`src/rtl/p19_pong_ctrl.sv`:
```
// -----------------------------------------------------------------------------
// p19_pong_ctrl
// Frame-rate game controller for the p19 VGA experiments. Once per video frame
// (frame_tick) it advances both paddles, the ball, collisions, scoring and the
// serve/play/game-over state machine. Every coordinate is registered so the
// renderer sees stable values for the whole active video region.
//
// Ports
//   clk, rst_n              pixel clock, asynchronous active-low reset
//   frame_tick              one-cycle pulse at the start of vertical blanking
//   left_up .. right_down   raw asynchronous push-buttons, active high
//   left_y, right_y         paddle top lines
//   ball_x, ball_y          ball left pixel / top line
//   score_l, score_r        scores
//   state                   SERVE=0, PLAY=1, OVER=2
//   game_over               high while state is OVER
// -----------------------------------------------------------------------------
module p19_pong_ctrl #(
   parameter int H_ACTIVE     = 640,
   parameter int V_ACTIVE     = 480,
   parameter int PADDLE_H     = 64,
   parameter int PADDLE_W     = 8,
   parameter int LEFT_X       = 16,
   parameter int RIGHT_X      = 616,
   parameter int BALL_SIZE    = 8,
   parameter int PADDLE_STEP  = 4,
   parameter int BALL_STEP    = 2,
   parameter int SERVE_FRAMES = 60,
   parameter int SCORE_MAX    = 9
) (
   input  logic       clk,
   input  logic       rst_n,
   input  logic       frame_tick,
   input  logic       left_up,
   input  logic       left_down,
   input  logic       right_up,
   input  logic       right_down,
   output logic [8:0] left_y,
   output logic [8:0] right_y,
   output logic [9:0] ball_x,
   output logic [8:0] ball_y,
   output logic [3:0] score_l,
   output logic [3:0] score_r,
   output logic [1:0] state,
   output logic       game_over
);

   typedef enum logic [1:0] {
      ST_SERVE = 2'd0,
      ST_PLAY  = 2'd1,
      ST_OVER  = 2'd2
   } state_t;

   localparam int CNT_W = (SERVE_FRAMES > 1) ? $clog2(SERVE_FRAMES) : 1;

   localparam logic [8:0] PADDLE_MAX = 9'(V_ACTIVE - PADDLE_H);
   localparam logic [8:0] PADDLE_MID = 9'((V_ACTIVE - PADDLE_H) / 2);
   localparam logic [9:0] BALL_X_MID = 10'((H_ACTIVE - BALL_SIZE) / 2);
   localparam logic [8:0] BALL_Y_MID = 9'((V_ACTIVE - BALL_SIZE) / 2);
   localparam logic [3:0] SCORE_END  = 4'(SCORE_MAX);
   localparam logic [CNT_W-1:0] SERVE_LAST = CNT_W'(SERVE_FRAMES - 1);

   // Ball arithmetic is done signed and 11 bits wide so a step past the
   // left/top edge shows up as a negative coordinate instead of wrapping.
   localparam logic signed [10:0] STEP_S   = 11'(BALL_STEP);
   localparam logic signed [10:0] SIZE_S   = 11'(BALL_SIZE);
   localparam logic signed [10:0] L_HIT_X  = 11'(LEFT_X + PADDLE_W);
   localparam logic signed [10:0] R_HIT_X  = 11'(RIGHT_X);
   localparam logic signed [10:0] R_STOP_X = 11'(RIGHT_X - BALL_SIZE);
   localparam logic signed [10:0] X_MAX    = 11'(H_ACTIVE - BALL_SIZE);
   localparam logic signed [10:0] Y_MAX    = 11'(V_ACTIVE - BALL_SIZE);

   // Button vector order: [3]=left_up [2]=left_down [1]=right_up [0]=right_down
   logic [3:0] btn_meta, btn_sync;

   state_t            state_q,   state_d;
   logic [CNT_W-1:0]  serve_cnt_q, serve_cnt_d;
   logic [8:0]        left_y_q,  left_y_d;
   logic [8:0]        right_y_q, right_y_d;
   logic [9:0]        ball_x_q,  ball_x_d;
   logic [8:0]        ball_y_q,  ball_y_d;
   logic [3:0]        score_l_q, score_l_d;
   logic [3:0]        score_r_q, score_r_d;
   logic              dx_neg_q,  dx_neg_d;   // 1 = moving left  (dx = -1)
   logic              dy_neg_q,  dy_neg_d;   // 1 = moving up    (dy = -1)
   logic              game_over_q, game_over_d;

   logic signed [10:0] bx_s, by_s, nx, ny;
   logic               hit_l, hit_r;
   logic [3:0]         score_l_inc, score_r_inc;

   // Step a paddle one frame and clamp it to the visible range.
   function automatic logic [8:0] move_paddle(input logic [8:0] y,
                                              input logic       up,
                                              input logic       dn);
      logic [9:0] sum;
      sum         = {1'b0, y} + 10'(PADDLE_STEP);
      move_paddle = y;
      if (up && !dn) begin
         move_paddle = (y < 9'(PADDLE_STEP)) ? 9'd0 : y - 9'(PADDLE_STEP);
      end else if (dn && !up) begin
         move_paddle = (sum > {1'b0, PADDLE_MAX}) ? PADDLE_MAX : sum[8:0];
      end
   endfunction

   // Vertical overlap of the ball with a paddle whose top line is py.
   function automatic logic overlaps(input logic [8:0] by, input logic [8:0] py);
      overlaps = (({1'b0, by} + 10'(BALL_SIZE)) > {1'b0, py}) &&
                 ({1'b0, by} < ({1'b0, py} + 10'(PADDLE_H)));
   endfunction

   // NOTE: two flops per button give a metastable first stage time to settle;
   // nothing downstream ever looks at the raw inputs or at btn_meta.
   always_ff @(posedge clk or negedge rst_n) begin
      if (!rst_n) begin
         btn_meta <= '0;
         btn_sync <= '0;
      end else begin
         btn_meta <= {left_up, left_down, right_up, right_down};
         btn_sync <= btn_meta;
      end
   end

   // NOTE: state registers use non-blocking assignments so every register
   // samples the pre-edge values, no matter the statement order.
   always_ff @(posedge clk or negedge rst_n) begin
      if (!rst_n) begin
         state_q     <= ST_SERVE;
         serve_cnt_q <= '0;
         left_y_q    <= PADDLE_MID;
         right_y_q   <= PADDLE_MID;
         ball_x_q    <= BALL_X_MID;
         ball_y_q    <= BALL_Y_MID;
         score_l_q   <= '0;
         score_r_q   <= '0;
         dx_neg_q    <= 1'b0;
         dy_neg_q    <= 1'b0;
         game_over_q <= 1'b0;
      end else begin
         state_q     <= state_d;
         serve_cnt_q <= serve_cnt_d;
         left_y_q    <= left_y_d;
         right_y_q   <= right_y_d;
         ball_x_q    <= ball_x_d;
         ball_y_q    <= ball_y_d;
         score_l_q   <= score_l_d;
         score_r_q   <= score_r_d;
         dx_neg_q    <= dx_neg_d;
         dy_neg_q    <= dy_neg_d;
         game_over_q <= game_over_d;
      end
   end

   always_comb begin
      // NOTE: every next-state value defaults to its register first; any path
      // that leaves a variable unassigned would otherwise infer a latch.
      state_d     = state_q;
      serve_cnt_d = serve_cnt_q;
      left_y_d    = left_y_q;
      right_y_d   = right_y_q;
      ball_x_d    = ball_x_q;
      ball_y_d    = ball_y_q;
      score_l_d   = score_l_q;
      score_r_d   = score_r_q;
      dx_neg_d    = dx_neg_q;
      dy_neg_d    = dy_neg_q;

      bx_s        = $signed({1'b0, ball_x_q});
      by_s        = $signed({2'b00, ball_y_q});
      nx          = dx_neg_q ? (bx_s - STEP_S) : (bx_s + STEP_S);
      ny          = dy_neg_q ? (by_s - STEP_S) : (by_s + STEP_S);
      hit_l       = dx_neg_q && (nx <= L_HIT_X) && overlaps(ball_y_q, left_y_q);
      hit_r       = !dx_neg_q && ((nx + SIZE_S) >= R_HIT_X) &&
                    overlaps(ball_y_q, right_y_q);
      score_l_inc = score_l_q + 4'd1;
      score_r_inc = score_r_q + 4'd1;

      if (frame_tick) begin
         if (state_q != ST_OVER) begin
            left_y_d  = move_paddle(left_y_q,  btn_sync[3], btn_sync[2]);
            right_y_d = move_paddle(right_y_q, btn_sync[1], btn_sync[0]);
         end

         case (state_q)
            ST_SERVE: begin
               ball_x_d = BALL_X_MID;
               ball_y_d = BALL_Y_MID;
               if (serve_cnt_q == SERVE_LAST) begin
                  state_d     = ST_PLAY;
                  serve_cnt_d = '0;
               end else begin
                  serve_cnt_d = serve_cnt_q + 1'b1;
               end
            end

            ST_PLAY: begin
               // Vertical and horizontal resolve independently, so a wall
               // bounce and a paddle hit can land in the same frame.
               if (ny <= 11'sd0) begin
                  ball_y_d = 9'd0;
                  dy_neg_d = 1'b0;
               end else if (ny >= Y_MAX) begin
                  ball_y_d = Y_MAX[8:0];
                  dy_neg_d = 1'b1;
               end else begin
                  ball_y_d = ny[8:0];
               end

               if (hit_l) begin
                  ball_x_d = L_HIT_X[9:0];
                  dx_neg_d = 1'b0;
               end else if (hit_r) begin
                  ball_x_d = R_STOP_X[9:0];
                  dx_neg_d = 1'b1;
               end else if (nx <= 11'sd0) begin
                  // Right player scores; the next serve heads to the loser.
                  score_r_d   = score_r_inc;
                  dx_neg_d    = 1'b1;
                  ball_x_d    = BALL_X_MID;
                  ball_y_d    = BALL_Y_MID;
                  serve_cnt_d = '0;
                  state_d     = (score_r_inc == SCORE_END) ? ST_OVER : ST_SERVE;
               end else if (nx >= X_MAX) begin
                  score_l_d   = score_l_inc;
                  dx_neg_d    = 1'b0;
                  ball_x_d    = BALL_X_MID;
                  ball_y_d    = BALL_Y_MID;
                  serve_cnt_d = '0;
                  state_d     = (score_l_inc == SCORE_END) ? ST_OVER : ST_SERVE;
               end else begin
                  ball_x_d = nx[9:0];
               end
            end

            ST_OVER: begin
               if (|btn_sync) begin
                  score_l_d   = '0;
                  score_r_d   = '0;
                  left_y_d    = PADDLE_MID;
                  right_y_d   = PADDLE_MID;
                  serve_cnt_d = '0;
                  state_d     = ST_SERVE;
               end
            end

            default: state_d = ST_SERVE;   // unused encoding recovers
         endcase
      end

      game_over_d = (state_d == ST_OVER);
   end

   assign left_y    = left_y_q;
   assign right_y   = right_y_q;
   assign ball_x    = ball_x_q;
   assign ball_y    = ball_y_q;
   assign score_l   = score_l_q;
   assign score_r   = score_r_q;
   assign state     = state_q;
   assign game_over = game_over_q;

endmodule

```
`config.mk`:
```
export PLATFORM = sky130hd
export DESIGN_NAME = p19_pong_ctrl
export DESIGN_NICKNAME = d
export VERILOG_FILES = /design/src/rtl/p19_pong_ctrl.sv
export SDC_FILE = /design/constraint.sdc
export NUM_CORES = 1
export LEC_CHECK = 0
export CAP_MARGIN = 20
export CORE_MARGIN = 5
export CORE_UTILIZATION = 27
export DETAILED_ROUTE_END_ITERATION = 7
export DONT_BUFFER_PORTS = 1
export PLACE_DENSITY = 0.52
export SLEW_MARGIN = 10
export SYNTH_ARGS = -nofsm -noshare
export SYNTH_HDL_FRONTEND = slang
export SYNTH_SLANG_ARGS = --single-unit
```
`constraint.sdc`:
```
create_clock -name clk -period 3 [get_ports clk]
set_clock_uncertainty 0.05 [all_clocks]
set_input_delay 0.15 -clock clk [delete_from_list [all_inputs] [get_ports clk]]
set_output_delay 0.15 -clock clk [all_outputs]
set_load 0.01 [all_outputs]
```
### Word level (Yosys, flattened, before mapping)

Cells that the tools add are included.

* reduce and logical (&&, ||, !) cells: 28
* eq/ne operators: 14
* muxes and demuxes: 61
* add/subtract/negate cells: 15
* magnitude comparators: 14

Operator list (count)
* $mux W9: 20
* $mux W10: 4
* $mux W6: 6
* $mux W4: 8
* $ge A11 B11 Y1 const B: 2
* $le A11 B1 Y1 const B: 2
* $mux W11: 2
* $add A9 B3 Y10 const B: 2
* $add A9 B7 Y10 const B: 2
* $gt A10 B9 Y1: 2
* $gt A10 B9 Y1 const B: 2
* $lt A9 B10 Y1: 2
* $pmux W10 S2: 1
* $lt A9 B3 Y1 const B: 2
* $mux W2: 9
* $pmux W6 S3: 1
* $pmux W9 S2: 1
* $sub A9 B3 Y9 const B: 2
* $pmux W4 S2: 2
* $ne A2 B2 Y1 const B: 7
* $reduce_and A6 Y1: 2
* $add A10 B2 Y11 const B: 1
* $add A11 B5 Y11 const B: 1
* $ge A11 B10 Y1 const B: 1
* other kinds (24): 48

* bits in registers: 64
* output and inout bits: 48

### Logic depth before layout (Yosys ltp)

Gate-level depths: netlist (run 1).

* depth in word-level cells: 11
* depth in mapped cells: 15
* mapped depth without buffers: 13

### Worst setup path after synthesis (run 1)

Ideal clock, no wire load.

* path kind: register -> register
* from: register ball_y_q[5] (netlist: ball_y[5])
* to: register serve_cnt_q[0]
* arrival: 3.135 ns
* setup time: 0.125 ns
* setup slack: -0.310 ns
* cell stages (with the launch flop): 15
* cell sequence: dfstp_2 clkbuf_1 nand3_1 xnor2_1 ha_1 and4_1 nand3_1 o21ai_0 a31o_2 a211oi_1 o311a_1 o31a_1 buf_6 nor3_4 mux2_4

* longest elaborated chain between the ends: 6
* elaborated cells between the ends (all ways): 12
* classes of those cells: add/sub: 1; order compare: 4; eq/ne: 2; reduce/logical: 5

Ends and longest elaborated chain
* start: declaration: RTL line 81 `logic [8:0] ball_y_q, ball_y_d;`
* start signal: assignment: RTL line 145 `ball_y_q <= ball_y_d;`
* $add A9 B4 Y10: RTL line 108 `overlaps = (({1'b0, by} + 10'(BALL_SIZE)) > {1'b0, py}) &&`
* $gt A10 B9 Y1: RTL line 108
* $logic_and A1 B1 Y1: RTL line 108
* $logic_and A1 B1 Y1, on equally long branches: RTL line 173, 172
* $ne A2 B2 Y1 (no line)
* $reduce_and A6 Y1 (no line) *
* end signal: assignment: RTL line 141 `serve_cnt_q <= serve_cnt_d;`
* end: declaration: RTL line 77 `logic [CNT_W-1:0] serve_cnt_q, serve_cnt_d;`

Mark *: on every way between the ends. The rest lies on a longest branch, timed or not.
A chain may end at the register's enable or synchronous reset.

### Worst setup path after layout (run 1)

* from: register dx_neg_q
* to: register serve_cnt_q[0]

* longest elaborated chain between the ends: 7
* elaborated cells between the ends (all ways): 19
* classes of those cells: add/sub: 1; order compare: 4; eq/ne: 3; mux: 5; reduce/logical: 6

Ends and longest elaborated chain
* start: declaration: RTL line 84 `logic dx_neg_q, dx_neg_d;`
* start signal: assignment: RTL line 148 `dx_neg_q <= dx_neg_d;`
* $mux W11: RTL line 170 `nx = dx_neg_q ? (bx_s - STEP_S) : (bx_s + STEP_S);`
* $add A11 B5 Y11: RTL line 173 `hit_r = !dx_neg_q && ((nx + SIZE_S) >= R_HIT_X) &&`
* $ge A11 B11 Y1: RTL line 173
* $logic_and A1 B1 Y1 (2 in a row): RTL line 173
* $ne A2 B2 Y1 (no line)
* $reduce_and A6 Y1 (no line)

Several ways; a longest one is shown, not always the timed one. The select of a mux whose other input is x is not followed.

==> impl_metrics.yaml, run 1 <==
power:
  internal-power_mw: 4.21
  seqPwrFrac: 0.178
  p_total_mw: 7.75
  p_sw_frac: 0.457
  clockPowerShare: 0.138
  combinationalPowerShare: 0.684
  total_leakage_power_nw: 3.27
  powerDensity_nw_per_um2: 1010
  p_switching_mw: 3.54
  peakVddDrop_mv: 0.559
sta:
  finalHoldViolations: 0
  layout_min_cycle_time_ps: 3300
  tns_ps: -6010
  finalSetupViolCount: 34
  worst_pin_slew_ps: 744
  relSlewSlack: 0.504
  grt_setup_unrepaired: "true"
  fin_crit_sh: 1.10
  worst_slack_ps: -296
  fmax_ghz: 0.303
  slew_viol_final: 0
floorplan:
  top_level_ports: 55
  rows: 52
  fp.dieH_microns: 154
  initial_utilization: 0.275
  die_area_sq_um: 23700
  die_x_microns: 154
  core_area_sq_um: 20300
global_route:
  antenna_found_initial: 0
  overflow: 0
  grt_max_degree: 64
  first_global_vias: 5417
  grt_usage: 0.153
  grt_pass1_wl_microns: 29400
yosys:
  synth-main-ff-cell: "dfrtp_1"
  ys_types: 78
  syn-num-nets: 748
  synthesis.area_sq_um: 5590
  yosysWarnings: 0
  seq_area_frac_synth: 0.286
  synth_edf_count: 0
  yosys_register_bits: 63
  syn_area_per_cell_sq_um: 8.27
  ys_async_sr_fraction: 1.00
  synthCells: 676
routing:
  drcViolationCount: 0
  drtAntennaViolNets: 0
  dr.pass1.iters: 6
  route.vias.total: 5509
  vias_per_cell: 5.13
  drt_iter0_drc: 465
  wl_microns: 18000
  post_drt_wl_per_cell_microns: 16.8
clock_network:
  clk_latency_ps: 340
  cts_root_buffer: "clkbuf_16"
  clockBufferDepth: 2
  h-tree-depth: 3
  cts_tree: "done"
  cts_buffers: 9
  clkTransAtPathRegs_ps: 60
  clock-sinks: 63
status:
  outcome: "finished with violations"
  violations: "setup timing"
layout:
  n_antenna_cell: 0
  area_delta_synth_final_pct: 36.8
  final_cell_area_sq_um: 7640
  fill_cells: 2113
  final_nets: 871
  drive_gt1_frac: 0.298
placement:
  dp_hpwl_microns: 13900
  port_buffers: 0
  place_area_sq_um: 6780
  gp_congestion: 0.892
critical_path:
  cp_max_fo: 8
  worstPathRequired_ps: 3180
  cp-start-kind: "flip-flop"
  crit_type: "reg -> reg"
  arrival_ps: 3480
  crit_path_end_kind: "flip-flop"
job:
  drv_cap: 0
min_path:
  hold_path.class: "in -> reg"
==> critical path, stage by stage (launching register included) <==
cell and delay (ps):
dfrtp_2 500, fa_2 370, a21o_1 210, a221oi_4 360
buf_4 180, nor3_4 40, nor4_4 180, a41oi_2 210
nor3_4 410, o31a_1 300, nor3_4 70, mux2_4 310
==> sequential cells by signal, summed over array words and instances (netlist names) <==
name,cells
btn_sync,4
score_r,4
dy_neg_q,1
btn_meta,4
serve_cnt_q,6
right_y,9
left_y,9
ball_x,9
state,2
score_l,4
ball_y,9
dx_neg_q,1
game_over,1
==> kinds of logic after synthesis <==
logic type,Yosys count,synth area share
buffers and inverters,69,0.0490
DFF,63,0.286
xor gates and xnor gates,23,0.0387
AOI/OAI and AO/OA,210,0.250
muxes,6,0.0119
other,1,0.000671
adders and majority gates,65,0.147
and+or+nand+nor,239,0.217
==> per-stage QoR <==
stage               hold slack, ps  utilization  cells  worst slack (ps)
floorplan                     -196            -    676              -141
global placement              -191        0.334   1037              -307
detailed placement            -191        0.334   1037              -303
CTS                           22.9        0.362   1064              -220
global route                  64.6        0.377   1073              -406
finish                        35.2        0.377   1073              -296
==> path summary, 6_finish.rpt <==
kind / from / to / slack [ps] / cells after the start
max in group asynchronous: rst_n / left_y[6] / 2270 / 2
hold / removal: frame_tick / score_r[1] / 40 / 3
setup / recovery: dx_neg_q / serve_cnt_q[0] / -300 / 11
min in group asynchronous: rst_n / serve_cnt_q[5] / 300 / 2
setup reg to reg: dx_neg_q / serve_cnt_q[0] / -300 / 11
hold reg to reg: btn_meta[3] / btn_sync[3] / 300 / 0
==> cell usage after synthesis (8+ instances only) <==
| cell type | count | area [sq um] |
|---|---|---|
| a21oi_1 | 50 | 250 |
| a31oi_1 | 12 | 75.1 |
| clkbuf_1 | 22 | 82.6 |
| dfrtp_1 | 47 | 1180 |
| dfstp_2 | 16 | 420 |
| ha_1 | 64 | 801 |
| inv_1 | 41 | 154 |
| nand2_1 | 53 | 199 |
| nand2b_1 | 8 | 50.1 |
| nand3_1 | 28 | 140 |
| nand4_1 | 8 | 50.1 |
| nor2_1 | 62 | 233 |
| nor2b_1 | 15 | 93.8 |
| nor3_1 | 19 | 95.1 |
| o211ai_1 | 8 | 60.1 |
| o21ai_0 | 49 | 245 |
| o22ai_1 | 11 | 68.8 |
| xnor2_1 | 15 | 131 |
==> what timing repair did <==
action / in CTS / in global routing
setup endpoints to repair: 36 / 37
resized for setup: 28 / 46
pin swaps: 23 / 21
endpoints found under the hold margin: 70 / 0
hold buffers: 7 / 0
buffers inserted: 5 / 9
==> metal layers <==
layer  vias up  share of wire  wire, microns  GRT usage
met5         -              0              0          0
met4         0          0.012            223     0.0479
met3        16          0.049            881     0.0315
met2       115           0.47           8490      0.247
met1      2638           0.47           8380      0.205
li1       2740              -              -          -
==> cells in the final DEF (no fill, tap or decap), drive strengths merged, types with 12 or more instances in the layout <==
cell,Yosys,layout
xnor2,15,15
dfrtp,47,47
nor2,63,63
nor2b,15,15
o21ai,51,51
a31oi,12,12
nand3,28,28
dfstp,16,16
buf,5,133
inv,41,41
nand2,53,53
a21oi,50,50
nor3,22,22
ha,64,64
==> area by class of cell <==
type	count	area (sq um)	share of cell area
Tap cell	270	338	0.0442
Multi-Input combinational cell	544	4140	0.542
Clock buffer	10	239	0.0313
Sequential cell	63	1600	0.209
Timing Repair Buffer	139	1110	0.145
Clock inverter	5	58.8	0.00769
Inverter	42	158	0.0206
==> power by group through the flow <==
stage | Clock, mW | Sequential [mW] | Combinational (mW)
2_1_floorplan | 0 | 1.40 | 2.82
3_3_place_gp | 0 | 1.39 | 4.57
3_5_place_dp | 0 | 1.39 | 4.58
4_1_cts | 1.10 | 1.38 | 4.90
5_1_grt | 1.14 | 1.42 | 5.85
6_report | 1.07 | 1.38 | 5.30
No activity file was read; power rests on OpenSTA's default activity.
==> run 2, diff against run 1 <==
--- a/config.mk
+++ b/config.mk
@@ -10,7 +10,7 @@
 export CORE_UTILIZATION = 27
 export DETAILED_ROUTE_END_ITERATION = 7
 export DONT_BUFFER_PORTS = 1
-export PLACE_DENSITY = 0.52
+export PLACE_DENSITY = 0.5
 export SLEW_MARGIN = 10
 export SYNTH_ARGS = -nofsm -noshare
 export SYNTH_HDL_FRONTEND = slang
==> constraint.sdc (replaced) <==
create_clock -name clk -period 3.36 [get_ports clk]
set_clock_uncertainty 0.05 [all_clocks]
set_input_delay 0.168 -clock clk [delete_from_list [all_inputs] [get_ports clk]]
set_output_delay 0.168 -clock clk [all_outputs]
set_load 0.01 [all_outputs]
==> impl_metrics.yaml, run 2 (same netlist as run 1, synthesis figures left out) <==
status:
  outcome: "complete, no violations"
floorplan:
  top_level_ports: 55
  fp.dieH_microns: 154
  die_x_microns: 154
  core_area_sq_um: 20300
  rows: 52
  initial_utilization: 0.275
  die_area_sq_um: 23700
placement:
  gp_congestion: 0.834
  dp.cells: 1004
  pre_cts_ws_ps: -105
  port_buffers: 0
  place_area_sq_um: 6450
  dp_hpwl_microns: 13600
critical_path:
  worstPathRequired_ps: 3530
  arrival_ps: 3490
  cp_max_fo: 5
  crit_type: "reg -> reg"
  cp-endpoint: "score_l[0]"
  crit_path_end_kind: "flip-flop"
  timing.rr.start: "ball_y[3]"
  r2r_setup_slack_ps: 40
  r2r-end: "score_l[0]"
  worstRegToRegCells: 15
  cp-start-kind: "flip-flop"
  critical_path.startpoint: "ball_y[3]"
sta:
  grt_setup_unrepaired: "true"
  whs_ps: 44.4
  worst_pin_slew_ps: 654
  relSlewSlack: 0.564
  fin_crit_sh: 0.987
  worst_slack_ps: 42.3
  finalHoldViolations: 0
  finalSetupViolCount: 0
  tns_ps: 0
  layout_min_cycle_time_ps: 3320
  slew_viol_final: 0
  fmax_ghz: 0.301
routing:
  wl_met1_microns: 8240
  drcViolationCount: 0
  met2WireLength_microns: 8640
  dr.pass1.iters: 5
  wl_microns: 18000
  drtAntennaViolNets: 0
  top_layer: "met4"
  route.vias.total: 5400
  vias_per_cell: 5.18
  wl_met3_microns: 958
  drt_iter0_drc: 382
  post_drt_wl_per_cell_microns: 17.3
power:
  total_leakage_power_nw: 3.09
  p_sw_frac: 0.459
  powerDensity_nw_per_um2: 914
  p_switching_mw: 3.07
  p_total_mw: 6.69
  clockPowerShare: 0.139
  internal-power_mw: 3.62
  peakVddDrop_mv: 0.513
  seqPwrFrac: 0.193
  combinationalPowerShare: 0.668
global_route:
  overflow: 0
  grt_usage: 0.149
  first_global_vias: 5167
  grt_max_degree: 64
  grt_pass1_wl_microns: 28300
  antenna_found_initial: 0
clock_network:
  h-tree-depth: 3
  cts_buffers: 9
  cts_tree: "done"
  clockBufferDepth: 2
  clock-sinks: 63
  clk_latency_ps: 340
  cts_root_buffer: "clkbuf_16"
  clkTransAtPathRegs_ps: 50
layout:
  seq_area_sq_um: 1600
  drive_gt1_frac: 0.246
  final_common_cell: "buf_4"
  area_delta_synth_final_pct: 30.9
  fin_cells: 1042
  final_nets: 839
  utilization: 0.361
  n_antenna_cell: 0
  multi_input_comb_area_sq_um: 4070
  fill_cells: 2123
  final_cell_area_sq_um: 7320
  layout_common_cells: "94 x buf_4, 59 x nor2_1, 57 x ha_1"
min_path:
  hold-path-cell-count: 2
  hold_path.class: "in -> reg"
job:
  drv_cap: 0
## run 2: cell types whose count changed in the layout (fill, tap and decap cells not counted), sizes merged
cell	before	now
buf	133	101
clkbuf	10	11
clkinv	3	5
clkinvlp	2	0
## run 2: final cells by class
cell class | count | area share
Inverter | 42 | 0.0215
Sequential cell | 63 | 0.218
Multi-Input combinational cell | 544 | 0.557
Tap cell | 270 | 0.0462
Clock inverter | 5 | 0.00684
Clock buffer | 11 | 0.0318
Timing Repair Buffer | 107 | 0.119
## run 2: how the worst min path moves through the flow
stage,to,start
floorplan,ball_x[1],rst_n
global placement,left_y[5],rst_n
detailed placement,left_y[5],rst_n
CTS,dy_neg_q,frame_tick
global route,dy_neg_q,frame_tick
finish,dy_neg_q,frame_tick
## run 2: routing by layer
metal,vias to the layer above,GRT usage
li1,2676,-
met1,2594,0.191
met2,115,0.250
met3,15,0.0399
met4,0,0.0345
met5,-,0
## run 2: timing repair
action	in CTS	in global routing
endpoints found under the hold margin	70	0
pin swaps	6	32
gates resized for setup	10	53
hold buffers	7	0
buffers inserted	2	13
setup endpoints to repair	16	34
## run 2: power by group through the flow
stage / Combinational (mW) / Clock (mW) / Sequential (mW)
CTS: 3.87 / 0.963 / 1.29
floorplan: 2.45 / 0 / 1.25
global placement: 3.72 / 0 / 1.30
finish: 4.47 / 0.927 / 1.29
global route: 4.92 / 0.985 / 1.34
detailed placement: 3.71 / 0 / 1.30
## run 2: critical path, cell delays in order, from the launching register on
cell and delay, ps:
dfstp_2 570, buf_6 130, inv_2 50, ha_4 240, buf_4 130, ha_1 270, nand4_1 120, nor2_1 60
a21oi_1 130, o221ai_1 110, a31o_2 270, nor3_4 340, buf_4 210, or2_4 140, nor2_1 60, a221o_1 330
